===== src/rtl/eeprom_pkg.sv =====
`default_nettype none
// ============================================================================
// Module      : eeprom_pkg
// Description : Shared constants, operation type codes and controller state
//               encoding for the EEPROM transaction controller.
// Revision    : 1.0 - initial release
// ============================================================================
package eeprom_pkg;

    // Operation type codes shared with the I2C byte engine
    localparam logic [1:0] TYPE_W = 2'd1;
    localparam logic [1:0] TYPE_R = 2'd2;

    // Default parameter values
    localparam logic [6:0] DEF_DEVICE_ADDR    = 7'h50;
    localparam int         DEF_BUF_DEPTH      = 64;
    localparam int         DEF_PAGE_SIZE      = 16;
    localparam int         DEF_WR_WAIT_CYCLES = 500000;

    // Controller states
    typedef enum logic [2:0] {
        S_IDLE  = 3'd0,
        S_LOAD  = 3'd1,
        S_ISSUE = 3'd2,
        S_BUSY  = 3'd3,
        S_GAP   = 3'd4,
        S_DONE  = 3'd5
    } state_t;

endpackage
`default_nettype wire


===== src/rtl/eeprom_if.sv =====
`default_nettype none
// ============================================================================
// Module      : eeprom_if
// Description : User request/payload/read-back channel and engine operation
//               channel of the EEPROM controller, bundled as one interface.
//               The slave modport is the controller's view; the master
//               modport is the view of whatever drives the controller.
// Revision    : 1.0 - initial release
// ============================================================================
interface eeprom_if;
    // User side
    logic [1:0]  i_user_type;
    logic [15:0] i_user_addr;
    logic [7:0]  i_user_len;
    logic        i_user_valid;
    logic        o_user_ready;
    logic [7:0]  i_user_wdata;
    logic        i_user_wvalid;
    logic        o_user_wready;
    logic [7:0]  o_user_rdata;
    logic        o_user_rvalid;
    logic        o_user_rlast;
    logic        o_user_done;
    // Engine side
    logic [6:0]  o_operation_device;
    logic [15:0] o_operation_addr;
    logic [7:0]  o_operation_len;
    logic [1:0]  o_operation_type;
    logic        o_operation_valid;
    logic        i_operation_ready;
    logic        i_write_req;
    logic [7:0]  o_write_data;
    logic [7:0]  i_read_data;
    logic        i_read_valid;

    modport slave (
        input  i_user_type, i_user_addr, i_user_len, i_user_valid,
        input  i_user_wdata, i_user_wvalid,
        input  i_operation_ready, i_write_req, i_read_data, i_read_valid,
        output o_user_ready, o_user_wready, o_user_rdata, o_user_rvalid,
        output o_user_rlast, o_user_done,
        output o_operation_device, o_operation_addr, o_operation_len,
        output o_operation_type, o_operation_valid, o_write_data
    );

    modport master (
        output i_user_type, i_user_addr, i_user_len, i_user_valid,
        output i_user_wdata, i_user_wvalid,
        output i_operation_ready, i_write_req, i_read_data, i_read_valid,
        input  o_user_ready, o_user_wready, o_user_rdata, o_user_rvalid,
        input  o_user_rlast, o_user_done,
        input  o_operation_device, o_operation_addr, o_operation_len,
        input  o_operation_type, o_operation_valid, o_write_data
    );
endinterface
`default_nettype wire


===== src/rtl/eeprom_wbuf.sv =====
`default_nettype none
// ============================================================================
// Module      : eeprom_wbuf
// Description : Synchronous byte FIFO holding write payload. Show-ahead
//               read port, synchronous flush, fill count output.
// Revision    : 1.0 - initial release
// ============================================================================
module eeprom_wbuf #(
    parameter int P_DEPTH = 64
) (
    input  wire               i_clk,
    input  wire               i_rst,
    input  wire               flush,
    input  wire               push,
    input  wire  [7:0]        din,
    input  wire               pop,
    output logic [7:0]        dout,
    output logic              empty,
    output logic              full,
    output logic [$clog2(P_DEPTH):0] count
);
    localparam int AW = $clog2(P_DEPTH);

    logic [7:0]  mem [P_DEPTH];
    logic [AW:0] wr_ptr;
    logic [AW:0] rd_ptr;

    assign empty = (wr_ptr == rd_ptr);
    assign full  = (wr_ptr[AW] != rd_ptr[AW]) && (wr_ptr[AW-1:0] == rd_ptr[AW-1:0]);
    assign count = wr_ptr - rd_ptr;
    assign dout  = mem[rd_ptr[AW-1:0]];

    // Payload storage; contents need no reset since pointers gate visibility
    always_ff @(posedge i_clk) begin
        if (push && !full) begin
            mem[wr_ptr[AW-1:0]] <= din;
        end
    end

    // Pointer update; flush discards anything left from an earlier transaction
    always_ff @(posedge i_clk or posedge i_rst) begin
        if (i_rst) begin
            wr_ptr <= '0;
            rd_ptr <= '0;
        end else if (flush) begin
            wr_ptr <= '0;
            rd_ptr <= '0;
        end else begin
            if (push && !full) wr_ptr <= wr_ptr + 1'b1;
            if (pop && !empty) rd_ptr <= rd_ptr + 1'b1;
        end
    end
endmodule
`default_nettype wire


===== src/rtl/eeprom_ctrl.sv =====
`default_nettype none
// ============================================================================
// Module      : eeprom_ctrl
// Description : Transaction-level EEPROM controller in front of the I2C byte
//               engine. Buffers write payload, issues engine operations,
//               splits reads into single-byte operations and enforces the
//               write-cycle gap after every write operation.
//               Build option EEPROM_PAGE_SPLIT_EN: split writes at EEPROM
//               page boundaries, one engine operation (plus gap) per page.
// Revision    : 1.0 - initial release
// ============================================================================
module eeprom_ctrl
    import eeprom_pkg::*;
#(
    parameter logic [6:0] P_DEVICE_ADDR    = DEF_DEVICE_ADDR,
    parameter int         P_BUF_DEPTH      = DEF_BUF_DEPTH,
    parameter int         P_PAGE_SIZE      = DEF_PAGE_SIZE,
    parameter int         P_WR_WAIT_CYCLES = DEF_WR_WAIT_CYCLES
) (
    input  wire     i_clk,
    input  wire     i_rst,
    eeprom_if.slave bus
);
    localparam int          CW       = $clog2(P_BUF_DEPTH) + 1;
    localparam logic [31:0] GAP_LAST = (P_WR_WAIT_CYCLES > 0) ? 32'(P_WR_WAIT_CYCLES - 1) : 32'd0;

    generate
        if ((P_PAGE_SIZE < 1) || ((P_PAGE_SIZE & (P_PAGE_SIZE - 1)) != 0)) begin : g_bad_page
            $error("P_PAGE_SIZE must be a power of two");
        end
        if ((P_BUF_DEPTH < 2) || ((P_BUF_DEPTH & (P_BUF_DEPTH - 1)) != 0)) begin : g_bad_depth
            $error("P_BUF_DEPTH must be a power of two");
        end
    endgenerate

    state_t        state, state_nx;
    logic [1:0]    op_type;
    logic [15:0]   op_addr;
    logic [7:0]    op_len;
    logic [7:0]    remaining;
    logic [31:0]   gap_cnt;
    logic [7:0]    chunk;
    logic [7:0]    len_eff;
    logic          accept, type_ok, push, pop, issue;
    logic [7:0]    buf_dout;
    logic          buf_empty, buf_full;
    logic [CW-1:0] buf_count;
    logic [7:0]    write_data, rdata;
    logic          rvalid, rlast, done;

    assign accept  = (state == S_IDLE) && bus.i_user_valid;
    assign type_ok = (bus.i_user_type == TYPE_W) || (bus.i_user_type == TYPE_R);
    assign bus.o_user_wready = (state == S_LOAD) && !buf_full && (32'(buf_count) < 32'(op_len));
    assign push  = bus.o_user_wready && bus.i_user_wvalid;
    assign pop   = bus.i_write_req && !buf_empty;
    assign issue = (state == S_ISSUE);

    eeprom_wbuf #(.P_DEPTH(P_BUF_DEPTH)) u_wbuf (
        .i_clk (i_clk),
        .i_rst (i_rst),
        .flush (accept),
        .push  (push),
        .din   (bus.i_user_wdata),
        .pop   (pop),
        .dout  (buf_dout),
        .empty (buf_empty),
        .full  (buf_full),
        .count (buf_count)
    );

    // Write lengths beyond the buffer are clipped so LOAD can always finish
    always_comb begin
        len_eff = bus.i_user_len;
        if ((bus.i_user_type == TYPE_W) && (32'(bus.i_user_len) > P_BUF_DEPTH)) begin
            len_eff = 8'(P_BUF_DEPTH);
        end
    end

`ifdef EEPROM_PAGE_SPLIT_EN
    logic [15:0] page_room;
    assign page_room = 16'(P_PAGE_SIZE) - (op_addr & 16'(P_PAGE_SIZE - 1));
`endif

    // Size of the operation at op_addr; stable from ISSUE through BUSY
    always_comb begin
        chunk = remaining;
        if (op_type == TYPE_R) begin
            chunk = 8'd1;
        end
`ifdef EEPROM_PAGE_SPLIT_EN
        else if ({8'd0, remaining} > page_room) begin
            chunk = page_room[7:0];
        end
`endif
    end

    // State register
    always_ff @(posedge i_clk or posedge i_rst) begin
        if (i_rst) state <= S_IDLE;
        else       state <= state_nx;
    end

    // Next-state logic; LOAD looks ahead so ISSUE follows the last byte at once
    always_comb begin
        state_nx = state;
        case (state)
            S_IDLE: begin
                if (accept) begin
                    if ((bus.i_user_len == 8'd0) || !type_ok) state_nx = S_DONE;
                    else if (bus.i_user_type == TYPE_W)       state_nx = S_LOAD;
                    else                                      state_nx = S_ISSUE;
                end
            end
            S_LOAD: begin
                if (push && (32'(buf_count) + 32'd1 == 32'(op_len))) state_nx = S_ISSUE;
            end
            S_ISSUE: begin
                if (bus.i_operation_ready) state_nx = S_BUSY;
            end
            S_BUSY: begin
                if (bus.i_operation_ready) begin
                    if (op_type == TYPE_W)      state_nx = S_GAP;
                    else if (remaining == chunk) state_nx = S_DONE;
                    else                         state_nx = S_ISSUE;
                end
            end
            S_GAP: begin
                if (gap_cnt == GAP_LAST) state_nx = (remaining == 8'd0) ? S_DONE : S_ISSUE;
            end
            S_DONE:  state_nx = S_IDLE;
            default: state_nx = S_IDLE;
        endcase
    end

    // Transaction context: captured on acceptance, advanced per finished chunk
    always_ff @(posedge i_clk or posedge i_rst) begin
        if (i_rst) begin
            op_type   <= 2'd0;
            op_addr   <= 16'd0;
            op_len    <= 8'd0;
            remaining <= 8'd0;
            gap_cnt   <= 32'd0;
        end else if (accept) begin
            op_type   <= bus.i_user_type;
            op_addr   <= bus.i_user_addr;
            op_len    <= len_eff;
            remaining <= len_eff;
        end else if ((state == S_BUSY) && bus.i_operation_ready) begin
            op_addr   <= op_addr + 16'(chunk);
            remaining <= remaining - chunk;
            gap_cnt   <= 32'd0;
        end else if (state == S_GAP) begin
            gap_cnt   <= gap_cnt + 32'd1;
        end
    end

    // Write byte hold register, read byte return path and done pulse
    always_ff @(posedge i_clk or posedge i_rst) begin
        if (i_rst) begin
            write_data <= 8'd0;
            rdata      <= 8'd0;
            rvalid     <= 1'b0;
            rlast      <= 1'b0;
            done       <= 1'b0;
        end else begin
            if (pop) write_data <= buf_dout;
            rvalid <= 1'b0;
            rlast  <= 1'b0;
            if ((state == S_BUSY) && (op_type == TYPE_R) && bus.i_read_valid) begin
                rdata  <= bus.i_read_data;
                rvalid <= 1'b1;
                rlast  <= (remaining == 8'd1);
            end
            done <= (state == S_DONE);
        end
    end

    assign bus.o_user_ready       = (state == S_IDLE);
    assign bus.o_user_rdata       = rdata;
    assign bus.o_user_rvalid      = rvalid;
    assign bus.o_user_rlast       = rlast;
    assign bus.o_user_done        = done;
    assign bus.o_write_data       = write_data;
    assign bus.o_operation_valid  = issue;
    assign bus.o_operation_device = issue ? P_DEVICE_ADDR : 7'd0;
    assign bus.o_operation_addr   = issue ? op_addr : 16'd0;
    assign bus.o_operation_len    = issue ? chunk : 8'd0;
    assign bus.o_operation_type   = issue ? op_type : 2'd0;
endmodule
`default_nettype wire


===== src/flat_wrapper.sv =====
// flat-port wrapper written by rule: the top's interface ports become plain ports
module eeprom_ctrl_flat import eeprom_pkg::*;
#(
    parameter logic [6:0] P_DEVICE_ADDR    = DEF_DEVICE_ADDR,
    parameter int         P_BUF_DEPTH      = DEF_BUF_DEPTH,
    parameter int         P_PAGE_SIZE      = DEF_PAGE_SIZE,
    parameter int         P_WR_WAIT_CYCLES = DEF_WR_WAIT_CYCLES
)
  (i_clk, i_rst, bus_i_user_type, bus_i_user_addr, bus_i_user_len, bus_i_user_valid, bus_i_user_wdata, bus_i_user_wvalid, bus_i_operation_ready, bus_i_write_req, bus_i_read_data, bus_i_read_valid, bus_o_user_ready, bus_o_user_wready, bus_o_user_rdata, bus_o_user_rvalid, bus_o_user_rlast, bus_o_user_done, bus_o_operation_device, bus_o_operation_addr, bus_o_operation_len, bus_o_operation_type, bus_o_operation_valid, bus_o_write_data);
  eeprom_if bus_i ();
  input  wire i_clk;
  input  wire i_rst;
  input wire logic [$bits(bus_i.i_user_type)-1:0] bus_i_user_type;
  input wire logic [$bits(bus_i.i_user_addr)-1:0] bus_i_user_addr;
  input wire logic [$bits(bus_i.i_user_len)-1:0] bus_i_user_len;
  input wire logic [$bits(bus_i.i_user_valid)-1:0] bus_i_user_valid;
  input wire logic [$bits(bus_i.i_user_wdata)-1:0] bus_i_user_wdata;
  input wire logic [$bits(bus_i.i_user_wvalid)-1:0] bus_i_user_wvalid;
  input wire logic [$bits(bus_i.i_operation_ready)-1:0] bus_i_operation_ready;
  input wire logic [$bits(bus_i.i_write_req)-1:0] bus_i_write_req;
  input wire logic [$bits(bus_i.i_read_data)-1:0] bus_i_read_data;
  input wire logic [$bits(bus_i.i_read_valid)-1:0] bus_i_read_valid;
  output wire logic [$bits(bus_i.o_user_ready)-1:0] bus_o_user_ready;
  output wire logic [$bits(bus_i.o_user_wready)-1:0] bus_o_user_wready;
  output wire logic [$bits(bus_i.o_user_rdata)-1:0] bus_o_user_rdata;
  output wire logic [$bits(bus_i.o_user_rvalid)-1:0] bus_o_user_rvalid;
  output wire logic [$bits(bus_i.o_user_rlast)-1:0] bus_o_user_rlast;
  output wire logic [$bits(bus_i.o_user_done)-1:0] bus_o_user_done;
  output wire logic [$bits(bus_i.o_operation_device)-1:0] bus_o_operation_device;
  output wire logic [$bits(bus_i.o_operation_addr)-1:0] bus_o_operation_addr;
  output wire logic [$bits(bus_i.o_operation_len)-1:0] bus_o_operation_len;
  output wire logic [$bits(bus_i.o_operation_type)-1:0] bus_o_operation_type;
  output wire logic [$bits(bus_i.o_operation_valid)-1:0] bus_o_operation_valid;
  output wire logic [$bits(bus_i.o_write_data)-1:0] bus_o_write_data;
  assign bus_i.i_user_type = bus_i_user_type;
  assign bus_i.i_user_addr = bus_i_user_addr;
  assign bus_i.i_user_len = bus_i_user_len;
  assign bus_i.i_user_valid = bus_i_user_valid;
  assign bus_i.i_user_wdata = bus_i_user_wdata;
  assign bus_i.i_user_wvalid = bus_i_user_wvalid;
  assign bus_i.i_operation_ready = bus_i_operation_ready;
  assign bus_i.i_write_req = bus_i_write_req;
  assign bus_i.i_read_data = bus_i_read_data;
  assign bus_i.i_read_valid = bus_i_read_valid;
  assign bus_o_user_ready = bus_i.o_user_ready;
  assign bus_o_user_wready = bus_i.o_user_wready;
  assign bus_o_user_rdata = bus_i.o_user_rdata;
  assign bus_o_user_rvalid = bus_i.o_user_rvalid;
  assign bus_o_user_rlast = bus_i.o_user_rlast;
  assign bus_o_user_done = bus_i.o_user_done;
  assign bus_o_operation_device = bus_i.o_operation_device;
  assign bus_o_operation_addr = bus_i.o_operation_addr;
  assign bus_o_operation_len = bus_i.o_operation_len;
  assign bus_o_operation_type = bus_i.o_operation_type;
  assign bus_o_operation_valid = bus_i.o_operation_valid;
  assign bus_o_write_data = bus_i.o_write_data;
  eeprom_ctrl #(.P_DEVICE_ADDR(P_DEVICE_ADDR), .P_BUF_DEPTH(P_BUF_DEPTH), .P_PAGE_SIZE(P_PAGE_SIZE), .P_WR_WAIT_CYCLES(P_WR_WAIT_CYCLES)) u_core (.i_clk(i_clk), .i_rst(i_rst), .bus(bus_i));
endmodule

===== config.mk =====
export PLATFORM = sky130hd
export DESIGN_NAME = eeprom_ctrl_flat
export DESIGN_NICKNAME = d
export VERILOG_FILES = /design/src/rtl/eeprom_pkg.sv /design/src/rtl/eeprom_if.sv /design/src/rtl/eeprom_wbuf.sv /design/src/rtl/eeprom_ctrl.sv /design/src/flat_wrapper.sv
export SDC_FILE = /design/constraint.sdc
export NUM_CORES = 1
export LEC_CHECK = 0
export BUFFER_PORTS_ARGS = -buffer_cell sky130_fd_sc_hd__buf_4
export CAP_MARGIN = 15
export CORE_AREA = 2 2 194 234
export CTS_CLUSTER_DIAMETER = 50
export DETAILED_ROUTE_END_ITERATION = 10
export DIE_AREA = 0 0 196 236
export GPL_TIMING_DRIVEN = 0
export PLACE_DENSITY = 0.78
export SYNTH_ARGS = -nofsm -noshare
export SYNTH_HDL_FRONTEND = slang
export SYNTH_SLANG_ARGS = --single-unit
export TNS_END_PERCENT = 10

===== constraint.sdc =====
create_clock -name i_clk -period 5.2 [get_ports i_clk]
set_input_delay 0.52 -clock i_clk [delete_from_list [all_inputs] [get_ports i_clk]]
set_output_delay 0.52 -clock i_clk [all_outputs]
set_load 0.02 [all_outputs]

==> impl_metrics.yaml, run 1 <==
outcome:
  outcome: "finished, final reports clean"
finish:
  area_delta_synth_final_pct: 14.47
  fillers: 2882
  antenna_cells: 0
  final_util_pct: 67.58
  final_cell_mix: "edfxtp_1 (512), mux4_2 (120), buf_4 (119), nor2_1 (103), dfrtp_1 (102)"
  final_common_cell: "edfxtp_1"
  multi_input_area_um2: 8083
  drive_gt1_share_pct: 24.14
  instances_no_fill: 2388
  layout.nets: 1854
  seq_area_um2: 17930
clock_network:
  clk_latency_ns: 0.64
  htreeDepth: 2
  clk_pin_slew_ns: 0.06
  ctsRootBufferMaster: "clkbuf_16"
  clock_path_buffers: 3
  cts_tree: "done"
  cts-buffers-inserted: 57
  cts.sinks: 614
timing:
  final.min_clock_period_ns: 4.903
  slew_headroom_pct: 38.05
  hold_viol_final: 0
  fmax_mhz: 204.0
  finalWorstSetupSlack_ns: 0.2971
  worst_slew_pin_slew_ns: 0.9293
  timing.final.crit_share_pct: 94.29
  slew_viol_final: 0
  finClkSkew_ns: 0.02516
  fin_setup_tns_ns: 0
  setup_viol: 0
floorplanning:
  initial_core_util_pct: 59.04
  io_pins: 104
  dieWidth_um: 196
  die_h_um: 236
  core.rowCount: 85
  coreArea_um2: 44240
  die-area_um2: 46260
logic_synthesis:
  ys_ff_latch: 614
  seq_area_frac_synth_pct: 68.64
  syn_area_per_cell_um2: 16.23
  yosysWarnings: 0
  synthArstFlopShare_pct: 16.61
  synth-main-ff-cell: "edfxtp_1"
  synth_edf_count: 512
  netlist_area_um2: 26120
  syn_inst: 1609
  synth_cell_types: 66
global_route:
  grt_pass1_wl_mm: 93.07
  grt_pass1_vias: 15526
  overflow: 0
  antenna_found_initial: 0
  grt.total_usage_pct: 27.12
  grt_max_degree: 65
power_and_ir_drop:
  irDropWorstVdd_mv: 0.3656
  clockPowerShare_pct: 26.6
  power_switching_mw: 5.238
  power.internal_mw: 10.20
  leakage_nw: 10.41
  seq_power_share_pct: 38.4
  powerDensity_nw_per_um2: 516.3
  combPwrFrac_pct: 35.0
  switching_share_pct: 33.93
  p_total_mw: 15.44
drt:
  vias_per_cell: 6.441
  wire_per_inst_um: 25.76
  drc: 0
  antenna_left: 0
  drtIter0Drc: 1420
  first_pass_iters: 5
  drt_wl_total_mm: 61.51
  vias: 15381
placement:
  dp_hpwl_mm: 39.77
  pre_cts_ws_ns: -1.270
  dp_cells: 2277
  io_buffers: 98
  place_congestion: 0.9412
critical_path:
  path_max_fanout: 10
  cp-end-kind: "register"
  start_kind: "register"
  crit_type: "reg2reg"
  worstPathArrival_ns: 5.21
  required_ns: 5.51
job:
  cap_violations: 0
worst_hold_path:
  hold_path_class: "in2reg"
==> logic make-up (layout without fill, tap and decap cells) <==
family / after synthesis / after routing / share of synthesized area, %
other cells: 1 / 5 / 0.01436
buf+inv: 122 / 332 / 2.026
simple gates: 386 / 386 / 7.143
flops: 614 / 614 / 68.64
xor+xnor: 52 / 52 / 1.849
mux: 206 / 206 / 13.72
compound gates: 198 / 198 / 5.111
fa+ha+maj: 30 / 30 / 1.495
==> sequential cells by signal, summed over array words and instances, names as in the netlist <==
register and flops:
u_core.bus.o_user_rlast 1, u_core.op_type 2, u_core.op_addr 16, u_core.gap_cnt 32, u_core.bus.o_user_rvalid 1, u_core.remaining 8, u_core.bus.o_write_data 8, u_core.bus.o_user_done 1
u_core.state 3, u_core.u_wbuf.wr_ptr 7, u_core.u_wbuf.mem 512, u_core.u_wbuf.rd_ptr 7, u_core.op_len 8, u_core.bus.o_user_rdata 8
==> worst paths after layout <==
| path | start | end | slack, ns | cells after the start |
|---|---|---|---|---|
| min in group asynchronous | i_rst | u_core.op_addr[2] | 0.55 | 3 |
| max in group asynchronous | i_rst | u_core.gap_cnt[19] | 3.94 | 4 |
| max | u_core.u_wbuf.wr_ptr[0] | u_core.u_wbuf.mem[33][4] | 0.30 | 20 |
| min | bus_i_user_addr[14] | u_core.op_addr[14] | 0.12 | 3 |
| min reg2reg | u_core.op_len[6] | u_core.op_len[6] | 0.50 | 2 |
| max reg2reg | u_core.u_wbuf.wr_ptr[0] | u_core.u_wbuf.mem[33][4] | 0.30 | 20 |
==> metrics by stage <==
stage	area, µm²	hold WS [ns]
floorplan	26130	0.4498
global placement	27580	0.4809
detailed placement	27610	0.4885
CTS	29840	0.09089
global route	29900	0.1166
finish	29900	0.1183
==> critical path, cell delays in order, from the launching register on <==
cell	delay, ns
dfrtp_1	0.38
clkbuf_1	0.20
inv_1	0.10
ha_1	0.16
inv_1	0.05
fa_1	0.41
a211oi_1	0.31
o31ai_1	0.12
a21oi_1	0.26
xnor2_1	0.19
inv_1	0.09
ha_1	0.27
nor4b_1	0.14
o41ai_1	0.07
nor3b_1	0.37
clkbuf_2	0.33
nor2b_4	0.32
nand3b_1	0.14
buf_4	0.26
buf_4	0.17
nor2_4	0.22
==> final cells by class <==
cell class	instances	area share, %
flip-flops and latches	614	59.96
inverters	36	0.4687
plain buffers	83	1.301
clock inverters	35	1.038
well taps	565	2.364
clock buffers	72	5.097
multi-input cells	877	27.03
repair buffers	106	2.737
==> power groups by stage <==
stage | clock, mW | sequential (mW) | combinational (mW)
floorplan | 0 | 5.98 | 3.63
global placement | 0 | 5.98 | 5.07
detailed placement | 0 | 6.00 | 5.22
CTS | 4.15 | 5.90 | 5.36
global route | 4.34 | 5.95 | 5.77
finish | 4.11 | 5.92 | 5.41
==> timing repair <==
action	in CTS	in global routing
endpoints found under the hold margin	12	0
hold buffers	1	0
setup endpoints to repair	515	372
resized for setup	104	18
buffers inserted	6	0
pin swaps	3	0
==> metal layers <==
| metal | track usage, % | up-vias | wire length, µm |
|---|---|---|---|
| met5 | 0 | - | 0 |
| met4 | 12.17 | 0 | 2890 |
| met3 | 4.804 | 162 | 4721 |
| met2 | 46.19 | 801 | 31300 |
| met1 | 34.31 | 7770 | 22590 |
| li1 | - | 6648 | - |
==> Yosys cell counts, drive strengths merged (6+ instances only) <==
cell type	instances	area share [%]
o221ai	33	1.1
nor2	167	2.4
a22oi	7	0.20
nor3	18	0.34
inv	34	0.49
nand4	21	0.50
nand2b	7	0.17
nand3	25	0.48
clkbuf	46	0.66
xnor2	21	0.70
edfxtp	512	59
nor2b	7	0.17
mux2	17	0.73
dfrtp	102	9.8
a31oi	7	0.17
o21ai	40	0.77
buf	40	0.85
xor2	29	0.97
mux4	120	10
or3	10	0.24
ha	28	1.3
nand2	51	0.73
o31ai	7	0.20
a21oi	44	0.84
and2	28	0.67
o22ai	16	0.38
nor4	6	0.14
mux2i	69	2.6
and3	18	0.43
Power figures use the tool's default switching activity.
==> run 2: changes to the inputs <==
PLACE_DENSITY = 0.77   (was 0.78)
==> run 2 against run 1 <==
- combinational power barely moved
- largest power group unchanged
- highest routed layer unchanged
- die area did not move
- clock power rose by 4%
- fmax rose by 0.32%
- utilization rose by 0.56 points
==> impl_metrics.yaml, run 2 (synthesis gave the netlist of run 1 again) <==
clock_network:
  htreeDepth: 2
  clock_path_buffers: 3
  hold_buffers: 0
  clk_latency_ns: 0.64
  cts-buffers-inserted: 58
  ctsRootBufferMaster: "clkbuf_16"
  cts.sinks: 614
  clk_pin_slew_ns: 0.06
  cts_tree: "done"
power_and_ir_drop:
  powerDensity_nw_per_um2: 517.4
  leakage_nw: 10.51
  irDropWorstVdd_mv: 0.3786
finish:
  final_cell_mix: "edfxtp_1 (512), buf_4 (122), mux4_2 (120), nor2_1 (103), dfrtp_1 (102)"
  drive_gt1_share_pct: 24.95
  final_util_pct: 68.14
  multi_input_area_um2: 8093
  largest_reg_flops: 512
  final_common_cell: "edfxtp_1"
  layout.nets: 1862
  fillers: 2806
  seq_area_um2: 17930
  area_delta_synth_final_pct: 15.42
floorplanning:
  initial_core_util_pct: 59.04
  dieWidth_um: 196
  io_pins: 104
  die_h_um: 236
  coreArea_um2: 44240
  core.rowCount: 85
  die-area_um2: 46260
critical_path:
  start_kind: "register"
  reg2reg_to: "u_core.u_wbuf.mem[52][6]"
  r2r_slack_ns: 0.31
  ff2ff_path_depth: 17
  startpoint: "u_core.u_wbuf.wr_ptr[0]"
  worstPathArrival_ns: 5.16
  cp-end-kind: "register"
  crit_type: "reg2reg"
  path_max_fanout: 10
  r2r-start: "u_core.u_wbuf.wr_ptr[0]"
  required_ns: 5.47
global_route:
  use_met2_pct: 45.37
  grt.total_usage_pct: 26.88
  grt_pass1_vias: 15434
  grtUsageMet3_pct: 4.504
  overflow: 0
  busiest_layer: "met2"
  grt_max_degree: 65
  grt_pass1_wl_mm: 92.47
  use_met1_pct: 34.74
  antenna_found_initial: 2
timing:
  worst_slew_pin_slew_ns: 0.8963
  finalHoldWorstSlack_ns: 0.02085
  timing.final.crit_share_pct: 93.99
  fin_setup_tns_ns: 0
  setup_viol: 0
  slew_headroom_pct: 40.25
  slew_viol_final: 0
  final.min_clock_period_ns: 4.887
  fmax_mhz: 204.6
  finClkSkew_ns: 0.03133
  hold_viol_final: 0
  grt_setup_unrepaired: "no"
  finalWorstSetupSlack_ns: 0.3127
placement:
  place_congestion: 0.9410
  pre_cts_ws_ns: -1.439
  dp_hpwl_mm: 39.05
  io_buffers: 98
drt:
  antenna_left: 0
  drt_wl_total_mm: 61.11
  drtIter0Drc: 1371
  vias_per_cell: 6.395
  vias: 15335
  wire_per_inst_um: 25.48
  drc: 0
  first_pass_iters: 5
worst_hold_path:
  hold_path_class: "in2async"
outcome:
  outcome: "finished, final reports clean"
job:
  cap_violations: 0
==> run 2: cell count changes in the layout (fill, tap and decap cells not counted), sizes merged <==
cell,previous run,this run
inv,41,42
bufinv,3,6
clkinvlp,3,7
dlygate4sd3,1,0
diode,0,1
clkinv,24,23
buf,145,153
clkbuf,115,110
==> run 2: layout make-up <==
class | instances | share of cell area [%]
multi-input cells | 877 | 26.85
plain buffers | 83 | 1.291
inverters | 36 | 0.4649
diodes | 1 | 0.008301
flip-flops and latches | 614 | 59.47
clock inverters | 42 | 1.461
clock buffers | 67 | 5.026
repair buffers | 113 | 3.088
well taps | 565 | 2.345
==> run 2: routing by layer <==
layer / part of all wire (%) / routed length [µm]
met3: 7.6 / 4636
met2: 51 / 31030
met5: 0 / 0
met4: 4.2 / 2558
met1: 37 / 22890
==> run 2: where the power goes <==
group | internal, mW | total [mW] | switching [mW]
registers | 5.63 | 5.92 | 0.295
clock network | 2.42 | 4.29 | 1.87
logic | 2.32 | 5.38 | 3.06
total | 10.4 | 15.6 | 5.22
==> run 2: worst max-delay path: stages, from the launching register on <==
cell and delay [ns]:
dfrtp_1 0.40, clkbuf_1 0.19, inv_1 0.09, ha_1 0.15, inv_1 0.05, fa_1 0.40, a211oi_1 0.34, o31ai_1 0.13
a21oi_1 0.28, xnor2_1 0.19, inv_1 0.09, ha_1 0.26, nor4b_1 0.14, o41ai_1 0.08, nor3b_1 0.38, clkbuf_2 0.31
nand3_2 0.45, nor2_2 0.58
==> run 2: worst max path at each step <==
stage                                          end  depth (start not counted)
after floorplan           u_core.u_wbuf.mem[58][0]                         16
after global routing      u_core.u_wbuf.mem[44][0]                         15
final                     u_core.u_wbuf.mem[52][6]                         17
after global placement    u_core.u_wbuf.mem[10][5]                         16
after detailed placement  u_core.u_wbuf.mem[49][4]                         16
after CTS                  u_core.u_wbuf.mem[7][4]                         15
==> run 2: per-stage QoR <==
step	cell area, µm²	total power, mW	std cells
finish	30150	15.60	2398
CTS	29950	15.58	2390
detailed placement	27610	11.20	2277
global placement	27580	11.08	2276
floorplan	26130	9.604	1613
global route	30140	16.23	2397
==> run 2: repair_timing <==
item / in CTS / in global routing
buffers inserted: 6 / 8
setup endpoints to repair: 515 / 514
gates resized for setup: 101 / 24
gates cloned: 0 / 0
pin swaps: 3 / 6
==> run 3: changes to the inputs <==
CORE_AREA = 2 2 282 340   (was 2 2 194 234)
DIE_AREA = 0 0 284 342   (was 0 0 196 236)
PLACE_DENSITY = unset   (was 0.77)
==> run 3 against run 2 <==
- non-clock buffer count increased by 4
- final cell count grew 30%
- flip-flop and latch count did not move
- critical path depth is the same
- critical endpoint is now u_core.u_wbuf.mem[59][7]
- largest power group unchanged
- highest routed layer unchanged
==> impl_metrics.yaml, run 3 (synthesis gave the netlist of run 1 again) <==
clock_network:
  clk_latency_ns: 0.64
  cts_tree: "done"
  hold_buffers: 0
  cts.sinks: 614
  clock_path_buffers: 3
  clk_pin_slew_ns: 0.06
  cts-buffers-inserted: 74
  ctsRootBufferMaster: "clkbuf_16"
  htreeDepth: 3
global_route:
  grt_pass1_wl_mm: 99.43
  grt_max_degree: 65
  grt.total_usage_pct: 13.60
  grt_pass1_vias: 15526
  overflow: 0
  antenna_found_initial: 0
placement:
  dp_cells: 2972
  place_congestion: 0.8681
  dp_hpwl_mm: 44.52
  dpl_cell_area_um2: 28480
  io_buffers: 98
power_and_ir_drop:
  clockPowerShare_pct: 30.8
  powerDensity_nw_per_um2: 521.8
  switching_share_pct: 33.81
  combPwrFrac_pct: 33.2
  power.internal_mw: 10.90
  leakage_nw: 10.77
  seq_power_share_pct: 36.0
  p_total_mw: 16.46
  power_switching_mw: 5.566
  irDropWorstVdd_mv: 0.3409
timing:
  worst_slew_pin_slew_ns: 1.053
  timing.final.crit_share_pct: 93.94
  finClkSkew_ns: 0.04923
  grt_setup_unrepaired: "no"
  final.min_clock_period_ns: 4.885
  fmax_mhz: 204.7
  slew_headroom_pct: 29.60
  hold_viol_final: 0
  slew_viol_final: 0
  setup_viol: 0
job:
  cap_violations: 0
critical_path:
  cp_cell_sequence: "clkbuf_4 > clkinv_2 > clkbuf_2 > ha_1 > a211oi_1 > o31ai_1 > a21oi_1 > xnor2_1 > inv_1 > ha_1 > nor4b_1 > o41ai_1 > nor3b_2 > clkbuf_4 > nor2b_4 > nand2_4 > nor2_4"
  required_ns: 5.49
  r2r-start: "u_core.u_wbuf.rd_ptr[2]"
  ff2ff_path_depth: 17
  startpoint: "u_core.u_wbuf.rd_ptr[2]"
  start_kind: "register"
  cp_slowest_stage_delay_ns: 0.41
  worstPathArrival_ns: 5.18
  crit_slowest_cell: "ha_1"
  crit_type: "reg2reg"
  path_max_fanout: 10
  cp-end-kind: "register"
finish:
  instances_no_fill: 3122
  seq_area_um2: 17930
  final_util_pct: 33.44
  design_area_um2: 31550
  drive_gt1_share_pct: 25.78
  area_delta_synth_final_pct: 20.78
  final_common_cell: "edfxtp_1"
  multi_input_area_um2: 8135
  fillers: 9070
  antenna_cells: 0
  layout.nets: 1882
  largest_reg_flops: 512
  final_cell_mix: "edfxtp_1 (512), buf_4 (124), mux4_2 (120), nor2_1 (103), dfrtp_1 (102)"
drt:
  drt_wl_total_mm: 67.00
  vias: 15254
  first_pass_iters: 5
  drc: 0
  wire_per_inst_um: 21.46
  drtIter0Drc: 1353
  antenna_left: 0
  vias_per_cell: 4.886
floorplanning:
  die_h_um: 342
  io_pins: 104
  core.rowCount: 124
  dieWidth_um: 284
  die-area_um2: 97130
  coreArea_um2: 94330
  initial_core_util_pct: 27.69
outcome:
  outcome: "finished, final reports clean"
worst_hold_path:
  hold_path_class: "in2async"
==> run 3: cell types whose count changed in the layout (fill, tap and decap cells not counted), sizes merged <==
cell,previous run,this run
buf,153,155
bufinv,6,4
clkbuf,110,134
clkinv,23,27
clkinvlp,7,4
diode,1,0
inv,42,47
==> run 3: repair_timing <==
item                                    in CTS  in global routing
endpoints found under the setup margin     517                512
buffers inserted                            16                  0
pin swaps                                   13                  0
resized for setup                          125                  8
cloned                                       0                  0
==> run 3: per-layer routing <==
layer	global-route usage [%]	part of all wire (%)
met2	24.24	52
met5	0	0
met1	16.49	40
met3	2.563	5.4
met4	4.616	2.9
==> run 3: metrics by stage <==
stage | setup slack, ns | setup TNS (ns) | hold WS [ns]
after floorplan | 0.5332 | 0 | 0.4498
after global placement | -1.693 | -758.26 | 0.4829
after detailed placement | -1.714 | -767.13 | 0.4835
after CTS | 0.07876 | 0 | 0.05738
after global routing | 0.05862 | 0 | 0.08835
final | 0.3149 | 0 | 0.05239
==> run 3: layout make-up <==
| type | count | share of cell area (%) |
|---|---|---|
| sequential | 614 | 56.83 |
| timing repair buffer | 115 | 2.959 |
| inverter | 36 | 0.4402 |
| clock buffer | 89 | 6.144 |
| clock inverter | 46 | 1.567 |
| buffer | 85 | 1.277 |
| tap | 1260 | 4.997 |
| multi-input combinational | 877 | 25.79 |
==> run 3: worst max-delay path: cells and delay by family, from the launching register on <==
kind                     cells  cell delay [ns]
AO/OA/AOI/OAI                4             0.80
flip-flops                   1             0.38
buffers and inverters        5             1.10
AND/OR/NAND/NOR              5             1.36
XOR/XNOR                     1             0.19
adder cells (fa/ha/maj)      2             0.69
==> run 3: power groups by stage <==
stage	Sequential, mW	Clock [mW]	Combinational (mW)
global placement	6.00	0	5.23
global route	5.96	5.36	5.86
floorplan	5.98	0	3.63
CTS	5.91	5.18	5.47
finish	5.93	5.08	5.46
detailed placement	6.01	0	5.33
==> run 3: path summary, 6_finish.rpt <==
check	endpoint	slack (ns)
max	u_core.u_wbuf.mem[59][7]	0.31
min	u_core.bus.o_user_rdata[7]	0.05
max reg2reg	u_core.u_wbuf.mem[59][7]	0.31
min reg2reg	u_core.op_len[6]	0.50
max in group asynchronous	u_core.gap_cnt[16]	4.39
min in group i_clk	u_core.op_addr[1]	0.11
